`src/rtl/rgb_pwm_blinker.sv`:
```
// N-channel active-low LED driver: OFF / ON / BLINK / BREATHE with PWM dimming.
// Config writes are held in a shadow and committed on the last PWM count.
module rgb_pwm_blinker #(
  parameter int CHANNELS    = 3,
  parameter int PWM_W       = 8,
  parameter int TICK_DIV    = 46875,
  parameter int BLINK_TICKS = 64,
  localparam int CH_W = (CHANNELS > 1) ? $clog2(CHANNELS) : 1
) (
  input  logic                clk_in,
  input  logic                rst_n,
  input  logic                cfg_valid,
  output logic                cfg_ready,
  input  logic [CH_W-1:0]     cfg_ch,
  input  logic [1:0]          cfg_mode,
  input  logic [PWM_W-1:0]    cfg_level,
  output logic [CHANNELS-1:0] rgb
);

  localparam int PRE_W =
    (TICK_DIV > 1) ? $clog2(TICK_DIV) : 1;
  localparam int BL_W =
    (BLINK_TICKS > 1) ? $clog2(BLINK_TICKS) : 1;

  localparam logic [PRE_W-1:0] PRE_MAX =
    PRE_W'(TICK_DIV - 1);
  localparam logic [BL_W-1:0] BL_MAX =
    BL_W'(BLINK_TICKS - 1);
  localparam logic [PWM_W-1:0] PWM_MAX = '1;

  typedef enum logic [1:0] {
    MODE_OFF     = 2'd0,
    MODE_ON      = 2'd1,
    MODE_BLINK   = 2'd2,
    MODE_BREATHE = 2'd3
  } mode_e;

  typedef enum logic {
    S_IDLE,
    S_PEND
  } state_e;

  logic [PWM_W-1:0] r_pwm;
  logic [PRE_W-1:0] r_pre;
  logic [BL_W-1:0]  r_bcnt;
  logic             r_bphase;

  logic w_tick;
  logic w_pwm_end;

  assign w_tick    = (r_pre == PRE_MAX);
  assign w_pwm_end = (r_pwm == PWM_MAX);

  always_ff @(posedge clk_in) begin
    if (!rst_n) begin
      r_pwm    <= '0;
      r_pre    <= '0;
      r_bcnt   <= '0;
      r_bphase <= 1'b0;
    end else begin
      r_pwm <= r_pwm + 1'b1;
      r_pre <= w_tick ? '0 : r_pre + 1'b1;
      if (w_tick) begin
        if (r_bcnt == BL_MAX) begin
          r_bcnt   <= '0;
          r_bphase <= ~r_bphase;
        end else begin
          r_bcnt <= r_bcnt + 1'b1;
        end
      end
    end
  end

  state_e r_state;
  state_e w_state_nxt;
  logic   w_accept;
  logic   w_commit;

  always_ff @(posedge clk_in) begin
    if (!rst_n) begin
      r_state <= S_IDLE;
    end else begin
      r_state <= w_state_nxt;
    end
  end

  // Pending is only tested from S_PEND, so a write taken
  // on the last count waits a full period before commit.
  always_comb begin
    w_state_nxt = r_state;
    w_accept    = 1'b0;
    w_commit    = 1'b0;
    unique case (r_state)
      S_IDLE: begin
        if (cfg_valid) begin
          w_accept    = 1'b1;
          w_state_nxt = S_PEND;
        end
      end
      S_PEND: begin
        if (w_pwm_end) begin
          w_commit    = 1'b1;
          w_state_nxt = S_IDLE;
        end
      end
    endcase
  end

  assign cfg_ready = (r_state == S_IDLE);

  logic [CH_W-1:0]  r_pch;
  mode_e            r_pmode;
  logic [PWM_W-1:0] r_plvl;

  always_ff @(posedge clk_in) begin
    if (!rst_n) begin
      r_pch   <= '0;
      r_pmode <= MODE_OFF;
      r_plvl  <= '0;
    end else if (w_accept) begin
      r_pch   <= cfg_ch;
      r_pmode <= mode_e'(cfg_mode);
      r_plvl  <= cfg_level;
    end
  end

  for (genvar g = 0; g < CHANNELS; g++) begin : g_ch
    mode_e            r_mode;
    logic [PWM_W-1:0] r_lvl;
    logic [PWM_W-1:0] r_brt;
    logic             r_dn;
    logic             r_on;

    logic             w_hit;
    logic [PWM_W-1:0] w_brt_nxt;
    logic             w_dn_nxt;
    logic [PWM_W-1:0] w_duty;

    // Out-of-range channel numbers match no g and are dropped.
    assign w_hit = w_commit && (r_pch == CH_W'(g));

    always_comb begin
      w_brt_nxt = r_brt;
      w_dn_nxt  = r_dn;
      if (!r_dn) begin
        if (r_brt == r_lvl) begin
          w_dn_nxt  = 1'b1;
          w_brt_nxt = (r_lvl == '0) ? '0 : r_lvl - 1'b1;
        end else begin
          w_brt_nxt = r_brt + 1'b1;
        end
      end else begin
        if (r_brt == '0) begin
          w_dn_nxt  = 1'b0;
          w_brt_nxt = (r_lvl == '0) ? '0 : PWM_W'(1);
        end else begin
          w_brt_nxt = r_brt - 1'b1;
        end
      end
    end

    always_comb begin
      w_duty = '0;
      unique case (1'b1)
        (r_mode == MODE_ON):      w_duty = r_lvl;
        (r_mode == MODE_BLINK):   w_duty = r_bphase ? r_lvl : '0;
        (r_mode == MODE_BREATHE): w_duty = r_brt;
        default:                  w_duty = '0;
      endcase
    end

    always_ff @(posedge clk_in) begin
      if (!rst_n) begin
        r_mode <= MODE_OFF;
        r_lvl  <= '0;
        r_brt  <= '0;
        r_dn   <= 1'b0;
        r_on   <= 1'b0;
      end else begin
        if (w_hit) begin
          r_mode <= r_pmode;
          r_lvl  <= r_plvl;
          r_brt  <= '0;
          r_dn   <= 1'b0;
        end else if (w_tick) begin
          r_brt <= w_brt_nxt;
          r_dn  <= w_dn_nxt;
        end
        r_on <= (r_pwm < w_duty);
      end
    end

    assign rgb[g] = ~r_on;
  end

endmodule

```
`config.mk`:
```
export PLATFORM = sky130hd
export DESIGN_NAME = rgb_pwm_blinker
export DESIGN_NICKNAME = d
export VERILOG_FILES = /design/src/rtl/rgb_pwm_blinker.sv
export SDC_FILE = /design/constraint.sdc
export NUM_CORES = 1
export LEC_CHECK = 0
export CORE_ASPECT_RATIO = 1.25
export CORE_MARGIN = 8
export CORE_UTILIZATION = 45
export CTS_BUF_LIST = sky130_fd_sc_hd__clkbuf_2 sky130_fd_sc_hd__clkbuf_4 sky130_fd_sc_hd__clkbuf_8
export CTS_CLUSTER_SIZE = 30
export DETAILED_ROUTE_END_ITERATION = 8
export SLEW_MARGIN = 40
export SYNTH_ARGS = -nofsm -noshare
export SYNTH_HDL_FRONTEND = slang
export SYNTH_SLANG_ARGS = --single-unit
```
`constraint.sdc`:
```
create_clock -name clk_in -period 2.7 [get_ports clk_in]
set_input_delay 0.81 -clock clk_in [delete_from_list [all_inputs] [get_ports clk_in]]
set_output_delay 0.81 -clock clk_in [all_outputs]
set_load 0.02 [all_outputs]
```
==> Word level (Yosys, flattened, before mapping) <==
Cells that the tools add are included.
W data, S select, Z words.
{ "totals": {"register_bits": 104, "wordCells": 113, "output_inout_bits": 4, "inputBits": 15} }
{ "op_classes": {"bitwise_logic": 6, "order_cmp": 3, "n_addsub": 12, "reduce_logical": 15, "n_eq_ne": 17, "n_mux": 37} }
{ "op_table": {"columns": ["op", "count"], "rows": [
  ["$mux W8", 15],
  ["$pmux W8 S3", 3],
  ["$logic_not A8 Y1", 6],
  ["$sub A8 B1 Y8 const B", 6],
  ["$add A8 B1 Y8 const B", 4],
  ["$eq A8 B8 Y1", 3],
  ["$lt A8 B8 Y1", 3],
  ["$mux W1", 17],
  ["$add A16 B1 Y16 const B", 1],
  ["$eq A16 B16 Y1 const B", 1],
  ["$eq A2 B2 Y1 const B", 7],
  ["$eq A2 B1 Y1 const B", 4],
  ["$eq A8 B8 Y1 const B", 1],
  ["$reduce_or A2 Y1", 4],
  ["$add A6 B1 Y6 const B", 1],
  ["$eq A6 B6 Y1 const B", 1],
  ["$mux W6", 1],
  ["$not A1 Y1", 6],
  ["$logic_and A1 B1 Y1", 3],
  ["$logic_not A2 Y1", 1],
  ["$pmux W1 S2", 1],
  ["$reduce_and A2 Y1", 1]
]} }

==> Logic depth before layout (Yosys ltp) <==
{ "logic_depth": {"word_depth": 5, "depth_mapped": 10, "ltp_nobuf": 8} }

==> Worst setup path before layout <==
Ideal clock, no wire load.
{ "synth_path": {"kind": "register to register", "from": "register r_pwm[0]", "to": "register g_ch[1].r_brt[1]", "t_required_ns": 2.567, "n_path_buf": 1, "setup_ns": 0.133, "setup_slack_ns": 0.538, "arrival_time_ns": 2.029, "synth_period_minus_slack_ns": 2.162, "stages_incl_launch_ff": 8, "path_cell_list": "dfxtp_1 > ha_1 > nand2_1 > or3_1 > nor3b_2 > clkbuf_8 > nand2b_1 > a211oi_1"} }
{ "synth_between": {"elab_chain_cells": 5} }
{ "synth_lines": {"columns": ["item", "line_no", "text"], "rows": [
  ["start: declaration", "43", "logic [PWM_W-1:0] r_pwm;"],
  ["start signal: assignment", "61", "r_pwm <= r_pwm + 1'b1;"],
  ["$eq A8 B8 Y1", "52", "assign w_pwm_end = (r_pwm == PWM_MAX);"],
  ["$mux W1", "101", "if (w_pwm_end) begin"],
  ["$mux W1", "93", "unique case (r_state)"],
  ["$logic_and A1 B1 Y1", "140", "assign w_hit = w_commit && (r_pch == CH_W'(g));"],
  ["$reduce_or A2 Y1 (no source line)", null, null],
  ["end signal: assignment", "186", "r_brt <= w_brt_nxt;"],
  ["end: declaration", "130", "logic [PWM_W-1:0] r_brt;"]
]} }
Every way passes these cells.
A chain may end at the register's enable or synchronous reset.

==> Final worst setup path <==
{ "layout_path": {"from": "register g_ch[1].r_lvl[6]", "to": "register g_ch[1].r_brt[2]"} }
{ "layout_between": {"elab_chain_cells": 4, "elab_cells_between_ends": 5, "cone_classes": "eq/ne (1); mux (3); reduce/logical (1)"} }
{ "layout_lines": {"columns": ["item", "line_no", "text"], "rows": [
  ["start: declaration", "129", "logic [PWM_W-1:0] r_lvl;"],
  ["start signal: assignment", "182", "r_lvl <= r_plvl;"],
  ["$logic_not A8 Y1", "148", "w_brt_nxt = (r_lvl == '0) ? '0 : r_lvl - 1'b1;"],
  ["$mux W8", "148", null],
  ["$mux W8 (*)", "146", "if (r_brt == r_lvl) begin"],
  ["$mux W8 (*)", "145", "if (!r_dn) begin"]
]} }
Every way passes the cells marked *; elsewhere a longest branch is shown, timed or not.

==> flow_summary_export.csv <==
group,metric,value,unit
sta,finalSetupTns,0,ns
clocking,cts_resized,0,
setup_path,end_kind,"register",
logic_synthesis,synth_ff_type,"dfxtp_1",
flow_run,maxCapViolCount,0,
finish,final_cell_area,0.00779,mm^2
sta,fin_crit_sh,0.912,
setup_path,required,3.05,ns
setup_path,cp_max_fo,13,
clocking,ctsHoldBuffers,0,
die,ios,19,
sta,setup_viol,0,
placed_design,routabilityCongestion,0.799,
placed_design,portBuffers,18,
global_routing,grt.total_usage,0.183,
finish,area_growth,8.19,%
logic_synthesis,avgSynthCellArea,7.96,um^2
pwr,p_leak,3.15,nW
clocking,cts_buffers,9,
logic_synthesis,netlist_area,0.00720,mm^2
setup_path,critPathLaunchType,"register",
sta,maxSlewHeadroom,0.591,
pwr,swShare,0.262,
drt,vias_per_cell,5.52,
finish,instances_no_fill,1120,
sta,rsz0062_at_grt,"false",
drt,vias,6178,
min_path,min_path_type,"reg -> reg",
placed_design,preCtsSetupSlack,0.298,ns
finish,fin_nets,955,
pwr,p_per_area,361,mW/mm^2
pwr,power.share.combinational,0.053,
drt,dr.pass1.iters,4,
finish,mostFrequentLayoutCell,"nand2_1",
logic_synthesis,yosysSeqAreaShare,0.289,
clocking,cts.path.max_buffers,2,
logic_synthesis,yosysUniqueCellTypes,69,
die,dieArea,0.0203,mm^2
setup_path,crit_arrival,2.81,ns
logic_synthesis,synth_nets,956,
pwr,seqPwrFrac,0.562,
placed_design,dp.cells,1104,
logic_synthesis,synthCells,904,
global_routing,grt_pass1_vias,5904,
pwr,p_int,2.08,mW
finish,postLayoutCoreUtil,0.498,
pwr,p_clk_frac,0.385,
die,die_w,129,um
clocking,clk_pin_slew_worst_paths,0.12,ns
logic_synthesis,async_flop_share,0,
die,core_area,0.0156,mm^2
setup_path,critPathKind,"reg -> reg",
clocking,cts_tree,"done",
logic_synthesis,synth_seq_cells,104,
logic_synthesis,synth_edf_count,0,
sta,finalCriticalPeriod,2.46,ns
die,num_rows,51,
drt,drtIter0Drc,314,
global_routing,grt_max_degree,36,
clocking,cts_setup_buffers,0,
finish,diodes,0,
drt,drc_errors,0,
global_routing,grt_pass1_wl,29800,um
sta,fmax,406,MHz
sta,maxSlewViolCount,0,
clocking,root_buffer,"clkbuf_8",
placed_design,dpl-instance-area,0.00757,mm^2
sta,fin_worst_skew,0.0174,ns
finish,mostFrequentLayoutCells,"nand2_1 (110), dfxtp_1 (104), nor2_1 (68)",
global_routing,antenna_found_initial,0,
clocking,htreeDepth,3,
pwr,peakVddDrop,193,uV
drt,ant_nets,0,
sta,tightest_slew,0.613,ns
die,start_util,0.460,
die,dieHeight,157,um
drt,wl,17700,um
pwr,p_sw,0.737,mW
setup_path,reg2reg_slack,0.24,ns
sta,fin_ws,0.237,ns
clocking,clock_latency,0.40,ns
logic_synthesis,yosysWarnings,0,
finish,drive_above_1_share,0.0969,
placed_design,hpwl,13100,um
drt,wire_per_inst,15.8,um
global_routing,grt_overflow,0,
clocking,clkSinkCount,104,
status,status,"completed",
sta,hold_viol_final,0,
[state kept, by name, indices dropped and copies added (netlist names), 6 cells and up]
signal / flops
g_ch.r_brt: 24
r_bcnt: 6
g_ch.r_lvl: 24
r_pwm: 8
r_plvl: 8
r_pre: 16
g_ch.r_mode: 6
[cell type report]
cell class                 instances  area (um^2)
fill                            1579         7850
multi-input combinational        696         4600
sequential                       104         2080
timing repair buffer              65          528
tap                              212          265
clock buffer                       9          124
inverter                          27          101
clock inverter                     7         88.8
[final timing paths]
check / startpoint / to / depth (start not counted)
setup reg to reg: g_ch[1].r_lvl[6] / g_ch[1].r_brt[2] / 6
hold reg to reg: r_pre[0] / r_pre[0] / 1
setup / recovery: g_ch[1].r_lvl[6] / g_ch[1].r_brt[2] / 6
hold / removal: r_pre[0] / r_pre[0] / 1
[cell usage after synthesis, drive strengths merged, types with 4 or more instances]
cell type    n  share of area
a211oi       6         0.0063
a21boi      27          0.028
a21o         5         0.0052
a21oi       55          0.039
a22o         7         0.0085
a22oi       17          0.018
a31oi        9         0.0078
and2        12          0.010
and3         9         0.0078
and4         4         0.0049
buf          9         0.0087
clkbuf      67          0.045
dfxtp      104           0.29
ha          37          0.064
inv         27          0.014
mux2         9          0.014
mux2i       30          0.042
nand2      110          0.057
nand2b       9         0.0078
nand3       24          0.017
nand4       13          0.012
nor2        68          0.035
nor2b       25          0.022
nor3        17          0.013
nor3b        9          0.011
nor4        14          0.012
o2111ai      4         0.0049
o21a         5         0.0052
o21ai       36          0.025
o221a        5         0.0078
o31ai        5         0.0052
or3         17          0.015
or4          8         0.0094
xnor2       34          0.041
xor2        38          0.046
[worst max-delay path, stage by stage, from the launching register on]
cell	delay [ns]
dfxtp_1	0.52
xor2_1	0.12
nor4_1	0.53
nand2_1	0.43
or3_1	0.48
a21oi_1	0.14
o221a_2	0.20
[stage by stage]
stage                     hold WS (ns)  power (mW)
after detailed placement         0.447        1.77
final                            0.467        2.82
after global routing             0.511        2.93
after CTS                        0.473        2.85
after global placement           0.441        1.77
after floorplan                  0.430        1.70
[kinds of logic after synthesis]
family	Yosys count	synth area share
flip-flops	104	0.289
buffers and inverters	104	0.0720
AND/OR/NAND/NOR	350	0.250
multiplexers	39	0.0558
adder cells (fa/ha/maj)	37	0.0643
XOR/XNOR	72	0.0876
AO/OA/AOI/OAI	198	0.181
[power by group through the flow]
stage / Combinational, mW / Clock, mW / Sequential (mW)
floorplan: 0.0893 / 0 / 1.61
global route: 0.166 / 1.17 / 1.59
detailed placement: 0.151 / 0 / 1.62
CTS: 0.151 / 1.11 / 1.58
global placement: 0.150 / 0 / 1.62
finish: 0.149 / 1.08 / 1.58
[metal layers]
| layer | wire length (um) | global-route usage | vias up |
|---|---|---|---|
| li1 | - | - | 3167 |
| met1 | 7910 | 0.217 | 2886 |
| met2 | 8740 | 0.319 | 90 |
| met3 | 503 | 0.0200 | 35 |
| met4 | 552 | 0.0897 | 0 |
| met5 | 0 | 0 | - |
Power figures use the tool's default switching activity.
